[config.mk]
export PLATFORM = sky130hd
export DESIGN_NAME = panda_serial_shifter
export DESIGN_NICKNAME = d
export VERILOG_FILES = /design/src/rtl/panda_pkg.sv /design/src/rtl/panda_shifter.sv /design/src/rtl/panda_serial_shifter.sv
export SDC_FILE = /design/constraint.sdc
export NUM_CORES = 1
export LEC_CHECK = 0
export ABC_AREA = 1
export CORE_UTILIZATION = 28
export DETAILED_ROUTE_END_ITERATION = 8
export PLACE_DENSITY = 0.47
export RECOVER_POWER = 100
export SKIP_LAST_GASP = 1
export SYNTH_ARGS = -nofsm -noshare
export SYNTH_HDL_FRONTEND = slang
export SYNTH_HIERARCHICAL = 1
export SYNTH_SLANG_ARGS = --single-unit
[constraint.sdc]
create_clock -name clk_i -period 2.52 [get_ports clk_i]
set_clock_uncertainty 0.05 [all_clocks]
set_input_delay 0.378 -clock clk_i [delete_from_list [all_inputs] [get_ports clk_i]]
set_output_delay 0.378 -clock clk_i [all_outputs]
set_load 0.01 [all_outputs]
[src/rtl/panda_pkg.sv]
// Shared types and constants for the panda execution datapath.
package panda_pkg;

    localparam int unsigned ShiftStepDefault = 4;

    typedef enum logic [1:0] {
        SHIFT_IDLE = 2'd0,
        SHIFT_BUSY = 2'd1,
        SHIFT_DONE = 2'd2
    } shifter_state_e;

endpackage

[src/rtl/panda_shifter.sv]
// Single-cycle barrel shifter: left, logical right or arithmetic right by amount_i.
module panda_shifter #(
    parameter int unsigned Width = 32
) (
    input  logic [Width-1:0]         operand_i,
    input  logic [$clog2(Width)-1:0] amount_i,
    input  logic                     left_i,
    input  logic                     arithmetic_i,
    output logic [Width-1:0]         result_o
);

    // Arithmetic fill only applies to right shifts.
    always_comb begin
        result_o = operand_i;
        if (left_i) begin
            result_o = operand_i << amount_i;
        end else if (arithmetic_i) begin
            result_o = $signed(operand_i) >>> amount_i;
        end else begin
            result_o = operand_i >> amount_i;
        end
    end

endmodule

[src/rtl/panda_serial_shifter.sv]
// Iterative shifter: shifts up to StepBits positions per cycle behind a
// valid/ready request and a separate valid/ready response handshake.
module panda_serial_shifter
    import panda_pkg::*;
#(
    parameter int unsigned Width    = 32,
    parameter int unsigned StepBits = ShiftStepDefault
) (
    input  logic                     clk_i,
    input  logic                     rst_i,
    input  logic                     flush_i,
    input  logic                     req_valid_i,
    output logic                     req_ready_o,
    input  logic                     req_left_i,
    input  logic                     req_arithmetic_i,
    input  logic [Width-1:0]         req_operand_i,
    input  logic [$clog2(Width)-1:0] req_amount_i,
    output logic                     resp_valid_o,
    input  logic                     resp_ready_i,
    output logic [Width-1:0]         resp_result_o
);

    localparam int unsigned AmtW = $clog2(Width);
    localparam logic [AmtW:0] StepLimit = (AmtW + 1)'(StepBits);

    shifter_state_e   state_q, state_d;
    logic [Width-1:0] data_q, data_d;
    logic [Width-1:0] result_q, result_d;
    logic [AmtW-1:0]  rem_q, rem_d;
    logic             left_q, left_d;
    logic             arith_q, arith_d;
    logic             ready_q, valid_q;

    logic [AmtW-1:0]  step_c;
    logic             last_step_c;
    logic             accept_c;
    logic [Width-1:0] shifted_c;

    // StepLimit is one bit wider so StepBits == Width still compares correctly.
    assign step_c      = ({1'b0, rem_q} < StepLimit) ? rem_q : StepLimit[AmtW-1:0];
    assign last_step_c = ({1'b0, rem_q} <= StepLimit);
    assign accept_c    = req_valid_i && req_ready_o;

    assign req_ready_o   = ready_q && !flush_i;
    assign resp_valid_o  = valid_q;
    assign resp_result_o = result_q;

    panda_shifter #(
        .Width (Width)
    ) u_step (
        .operand_i    (data_q),
        .amount_i     (step_c),
        .left_i       (left_q),
        .arithmetic_i (arith_q),
        .result_o     (shifted_c)
    );

    // Next-state and datapath update.
    always_comb begin
        state_d  = state_q;
        data_d   = data_q;
        result_d = result_q;
        rem_d    = rem_q;
        left_d   = left_q;
        arith_d  = arith_q;

        case (state_q)
            SHIFT_IDLE: begin
                if (accept_c) begin
                    data_d  = req_operand_i;
                    left_d  = req_left_i;
                    arith_d = req_arithmetic_i;
                    rem_d   = req_amount_i;
                    if (req_amount_i == '0) begin
                        state_d  = SHIFT_DONE;
                        result_d = req_operand_i;
                    end else begin
                        state_d = SHIFT_BUSY;
                    end
                end
            end
            SHIFT_BUSY: begin
                data_d = shifted_c;
                rem_d  = rem_q - step_c;
                if (last_step_c) begin
                    state_d  = SHIFT_DONE;
                    result_d = shifted_c;
                end
            end
            SHIFT_DONE: begin
                if (resp_ready_i) begin
                    state_d = SHIFT_IDLE;
                end
            end
            default: state_d = SHIFT_IDLE;
        endcase

        // A flushed operation never publishes a result.
        if (flush_i) begin
            state_d  = SHIFT_IDLE;
            result_d = result_q;
        end
    end

    always_ff @(posedge clk_i) begin
        if (rst_i) begin
            state_q  <= SHIFT_IDLE;
            data_q   <= '0;
            result_q <= '0;
            rem_q    <= '0;
            left_q   <= 1'b0;
            arith_q  <= 1'b0;
            ready_q  <= 1'b1;
            valid_q  <= 1'b0;
        end else begin
            state_q  <= state_d;
            data_q   <= data_d;
            result_q <= result_d;
            rem_q    <= rem_d;
            left_q   <= left_d;
            arith_q  <= arith_d;
            ready_q  <= (state_d == SHIFT_IDLE);
            valid_q  <= (state_d == SHIFT_DONE);
        end
    end

endmodule

* After elaboration in Yosys (flattened, before gate mapping)
Cells that the tools add are included.
** Word-level totals
- Flip-flop bits (word level) :: 75
- RAM bits :: 0
- Latch bits :: 0
- Memories kept :: 0
- Output and inout bits :: 34
- Bits in read-only memories :: 0
** Operators by class
- Divide/modulo/power cells :: 0
- Reductions and logical operators :: 10
- Muxes and demuxes :: 17
- Multiply operators :: 0
- Add/subtract/negate cells :: 1
- Order comparisons :: 2
- Shift-type cells :: 3
- Bitwise operators :: 1
- Eq/ne operators :: 6
** Operator list (count)
- 32-bit 2-to-1 mux :: 6
- 32-bit one-hot mux with 2 select lines :: 2
- 32-bit by 5-bit left shift with 32-bit output :: 1
- 32-bit by 5-bit >> shifter with 32-bit output :: 1
- 32-bit by 5-bit >>> shifter with 32-bit output :: 1
- 2-bit 2-to-1 mux :: 5
- 5-bit 2-to-1 mux :: 2
- 5-bit one-hot mux with 2 select lines :: 1
- 2-bit inequality test (second input constant) :: 3
- 2-bit one-hot mux with 3 select lines :: 1
- 5-bit by 3-bit <= comparator with 1-bit output (second input constant) :: 1
- 5-bit zero test :: 1
- 5-bit by 3-bit < comparator with 1-bit output (second input constant) :: 1
- 5-bit AND reduction :: 1
- 5-bit subtractor :: 1
- 2-bit equality test (second input constant) :: 2
- 2-bit zero test :: 2
- 2-bit AND reduction :: 2
- 2-bit by 1-bit equality test with 1-bit output (second input constant) :: 1
- 1-bit logical AND :: 2
- 2-bit nonzero test :: 1
- 1-bit zero test :: 1
- 1-bit NOT :: 1

* Logic depth before layout (Yosys ltp)
- Depth in word-level cells :: 7
- Depth in mapped cells :: 21
- Mapped depth without buffers :: 20

* Modules after synthesis
Netlist, hierarchy kept.
** Modules (own cells, without submodules)
- panda_shifter :: seq. area each 0.0 um^2, times used 1, area each 3688.5 um^2, cells an instance 729
- panda_serial_shifter :: seq. area each 1501.4 um^2, times used 1, area each 3208.1 um^2, cells an instance 447

* Worst setup path before layout
OpenSTA, ideal clock, no wires.
- Path type :: reg-to-reg
- From :: reg rem_q[4]
- To :: reg result_q[12], in the netlist resp_result_o[12]
- Required time :: 2354 ps
- Stages on the path, launching flop included :: 19
- Path slack :: 435 ps
- Arrival :: 1919 ps
- Path buffers :: 2
- Path through :: dfxtp_1 -> nor2_2 -> nand2_2 -> nor2_1 -> buf_6 -> inv_8 -> buf_8 -> nand2_1 -> nand2_1 -> o211ai_2 -> nand2_1 -> nand2_1 -> nand2_1 -> nand2_1 -> o21ai_1 -> nand2_1 -> nand2_1 -> o21ai_0 -> nor2_1
** On the way
- Word-level cells in the longest chain between the ends :: 7
** RTL lines
- start: declaration :: RTL line panda_serial_shifter.sv:29 : logic [AmtW-1:0] rem_q, rem_d;
- start signal: assignment :: RTL line panda_serial_shifter.sv:119 : rem_q <= rem_d;
- 5-bit by 3-bit < comparator with 1-bit output (*) :: RTL line panda_serial_shifter.sv:40 : assign step_c = ({1'b0, rem_q} < StepLimit) ? rem_q : StepLimit[AmtW-1:0];
- 5-bit 2-to-1 mux (*) :: RTL line panda_serial_shifter.sv:40
- named net step_c[2] :: RTL line panda_serial_shifter.sv:34 : logic [AmtW-1:0] step_c;
- 32-bit by 5-bit >> shifter with 32-bit output / 32-bit by 5-bit >>> shifter with 32-bit output (equally long branches) :: RTL line panda_shifter.sv:20, panda_shifter.sv:18
- 32-bit 2-to-1 mux :: RTL line panda_shifter.sv:17 : end else if (arithmetic_i) begin
- 32-bit 2-to-1 mux (*) :: RTL line panda_shifter.sv:15 : if (left_i) begin
- named net shifted_c[12] :: RTL line panda_serial_shifter.sv:37 : logic [Width-1:0] shifted_c;
- 32-bit 2-to-1 mux (*) :: RTL line panda_serial_shifter.sv:85 : if (last_step_c) begin
- 32-bit one-hot mux with 2 select lines (*) :: RTL line panda_serial_shifter.sv:67 : case (state_q)
- end signal: assignment :: RTL line panda_serial_shifter.sv:118 : result_q <= result_d;
- end: declaration :: RTL line panda_serial_shifter.sv:28 : logic [Width-1:0] result_q, result_d;
The timed path passes the listed nets; every way through them passes the cells marked *. The select of a mux whose other input is x is not followed.
A chain may end at the register's enable or synchronous reset.

* Worst setup path after layout
- From :: reg rem_q[3]
- To :: reg result_q[7], in the netlist resp_result_o[7]
Same word-level chain as after synthesis.

==> summary.txt <==
Critical path
  • Crit. Startpoint: rem_q[3]
  • Crit Path Category: reg -> reg
  • Buf/Inv on CP: 3
  • Worst-path maximum fanout: 21
  • Critical-path top delay cell: dfxtp_2
  • Max incr delay on CP: 0.33 ns
  • Crit-path leading delay family: simple AND/OR/NAND/NOR gates
  • Crit start category: flip-flop
  • R2R depth: 16
  • Crit path DAT: 2.61 ns
  • R2R Setup Slk: 0.08 ns
  • CP required: 2.70 ns
  • Critical Path Sink Type: flip-flop
  • CP Cell Sequence: nor2_4 -> nand2_4 -> nor2_4 -> buf_12 -> inv_12 -> buf_4 -> nand2_2 -> nand2_1 -> o211ai_1 -> nand3_1 -> nand3_1 -> nand3_2 -> nand2_2 -> nand2_1 -> o21ai_0 -> nor2_1
  • Critical R2R Launch: rem_q[3]
  • Reg2Reg Capture Point: resp_result_o[7]

STA
  • Fmax: 410.4 MHz
  • Final Hold Violating Endpoints: 0
  • Final cycle utilization of the critical path: 0.9668
  • Final setup viols: 0
  • Final worst slack: 0.08359 ns
  • Max-slew violation count: 0
  • Slew HR: 0.2073
  • Final min period: 2.436 ns
  • Setup TNS: 0 ns
  • Slew @ Worst Pin: 1.185 ns
  • RSZ-0062 raised after global routing: yes

Min path
  • Sink of the worst hold path: rem_q[2]
  • Hold Crit Start: rem_q[2]
  • Worst hold stages: 2
  • Min-Delay Path Class: reg -> reg

Flow run
  • Maxcap violations: 0

CTS
  • Root Driver: clkbuf_16
  • Clock slew at reported path FFs: 0.06 ns
  • H-tree levels: 3
  • Hold_buf cts: 0
  • CTS Buf Count: 9
  • Clock buffer depth: 2
  • Skew-Pair Late Insertion Delay: 0.33 ns
  • TritonCTS clock tree: done
  • Clk sinks: 75

Placement
  • Gpl congestion: 1.001
  • Final HPWL DP: 24.02 mm
  • Pre-CTS WS: -0.01290 ns
  • DP Area: 8347 um^2
  • PortBufs: 77

Floorplanning
  • DIE WIDTH: 158.9 um
  • DIE HEIGHT: 158.9 um
  • Core Area: 24,250 um^2
  • Row count: 57
  • Initial Util: 0.2844
  • Io pins: 78
  • DIE AREA: 25,260 um^2

GRT
  • Vias in the first global route: 8,289
  • Gr usage total: 0.2396
  • Largest net degree at the start of global routing: 66
  • GRT overflow: 0
  • First-pass GRT wire length: 47.51 mm
  • Initial antenna violation count: 0

Routing
  • Final WL: 30.85 mm
  • Initial DRC Count: 1,001
  • DR vias: 8,708
  • Post-route ant nets: 0
  • Wire per inst: 19.36 um
  • DR vias/cell: 5.463
  • Drt drc: 0
  • Drt first pass iters: 6

Power
  • Worst vdd rail ir drop: 0.3494 mV
  • Pwr per Cell Area: 518.2 nW/um^2
  • Tot Pwr: 4653 uW
  • Leak: 0.003977 uW

Synthesis
  • Yosys reg bits: 75
  • Cells after synthesis: 1,176
  • Yosys warns: 6
  • Syn Area/Cell: 5.864 um^2
  • Synth top area cells: nand3_1, dfxtp_1, nand2_1
  • Distinct cells, synth: 37
  • Synth area leader: nand3_1
  • Synth top area share: 0.2329
  • Share of the yosys chip area belonging to registers: 0.2177
  • Cell Area, Synth: 6897 um^2

Cells and area
  • Nets@finish: 1,311
  • Antenna diodes: 0
  • Area delta synth->final: 30.21%
  • Fill cells: 2,754
  • Design area: 8980 um^2
  • Fraction of layout cells with a size suffix above 1: 0.1709
  • Utilization after layout: 0.3703

Run status
  • Status: finished clean
## state kept, by name, indices dropped and copies added (netlist names)
register,count
data_q,32
resp_valid_o,1
arith_q,1
ready_q,1
state_q,2
left_q,1
rem_q,5
resp_result_o,32
## placed cells by master, fill, tap and decap left out, types with 10 or more instances in the layout
cell type,n
a21oi_1,19
a31oi_1,34
buf_12,16
buf_4,60
clkdlybuf4s50_1,69
dfxtp_1,74
inv_1,33
inv_2,10
nand2_1,283
nand2_2,36
nand2_4,11
nand3_1,295
nand3_2,37
nand4_1,14
nor2_1,100
o211ai_1,17
o21ai_0,53
o21ai_1,32
## power by group
part	internal (uW)	total (uW)	switching [uW]
Sequential	1260	1350	90.4
Combinational	656	1820	1170
Clock	965	1480	514
## logic make-up (layout without fill, tap and decap cells)
family	after synthesis	count (layout)	share of synthesized area
AND/OR/NAND/NOR	798	798	0.5330
buffers and inverters	127	214	0.1001
other	2	9	0.001089
flip-flops	75	75	0.2177
AO/OA/AOI/OAI	173	173	0.1462
adder cells (fa/ha/maj)	1	1	0.001814
## cell usage after synthesis (all sizes together)
master	count
a21oi	21
a22oi	2
a31oi	34
and2	5
buf	66
clkbuf	17
conb	2
dfxtp	75
ha	1
inv	44
nand2	330
nand3	333
nand3b	5
nand4	14
nor2	111
o211ai	20
o21ai	94
o221ai	1
o311ai	1
## worst min-delay path, cell delays in order, from the launching register on
cell and delay [ns]:
dfxtp_1 0.31, nand2_1 0.06, a21oi_1 0.05
## routing by layer
metal / GRT usage / wire length [um]
met5: 0 / 0
met4: 0.1031 / 1266
met3: 0.02527 / 1680
met2: 0.4063 / 14650
met1: 0.3078 / 13250
## layout make-up
class / count / area, um^2 / area share
Clock buffer: 9 / 225.2 / 0.02508
Clock inverter: 6 / 112.6 / 0.01254
Inverter: 44 / 177.7 / 0.01979
Multi-Input combinational cell: 981 / 4992 / 0.5559
Sequential cell: 75 / 1503 / 0.1673
Tap cell: 324 / 405.4 / 0.04514
Timing Repair Buffer: 155 / 1564 / 0.1742
## worst max path at each step
| stage | slack (ns) | to | cells past startpoint |
|---|---|---|---|
| final | 0.08 | resp_result_o[7] | 16 |
| after detailed placement | -0.01 | resp_result_o[6] | 16 |
| after floorplan | 0.44 | resp_result_o[12] | 18 |
| after global routing | -0.06 | resp_result_o[13] | 18 |
| after CTS | 0.006 | resp_result_o[24] | 17 |
| after global placement | -0.01 | resp_result_o[6] | 16 |
## stage by stage
step                hold slack [ns]  std cells
floorplan                    0.3875       1183
global placement             0.4057       1575
detailed placement           0.4101       1575
CTS                          0.4198       1590
global route                 0.4529       1594
finish                       0.4206       1594
## timing repair
item	in CTS	in global routing
resized for setup	2	74
endpoints found under the setup margin	2	37
pin swaps	1	28
setup buffers	0	4
Note: power is estimated with default switching activity, not from simulation.
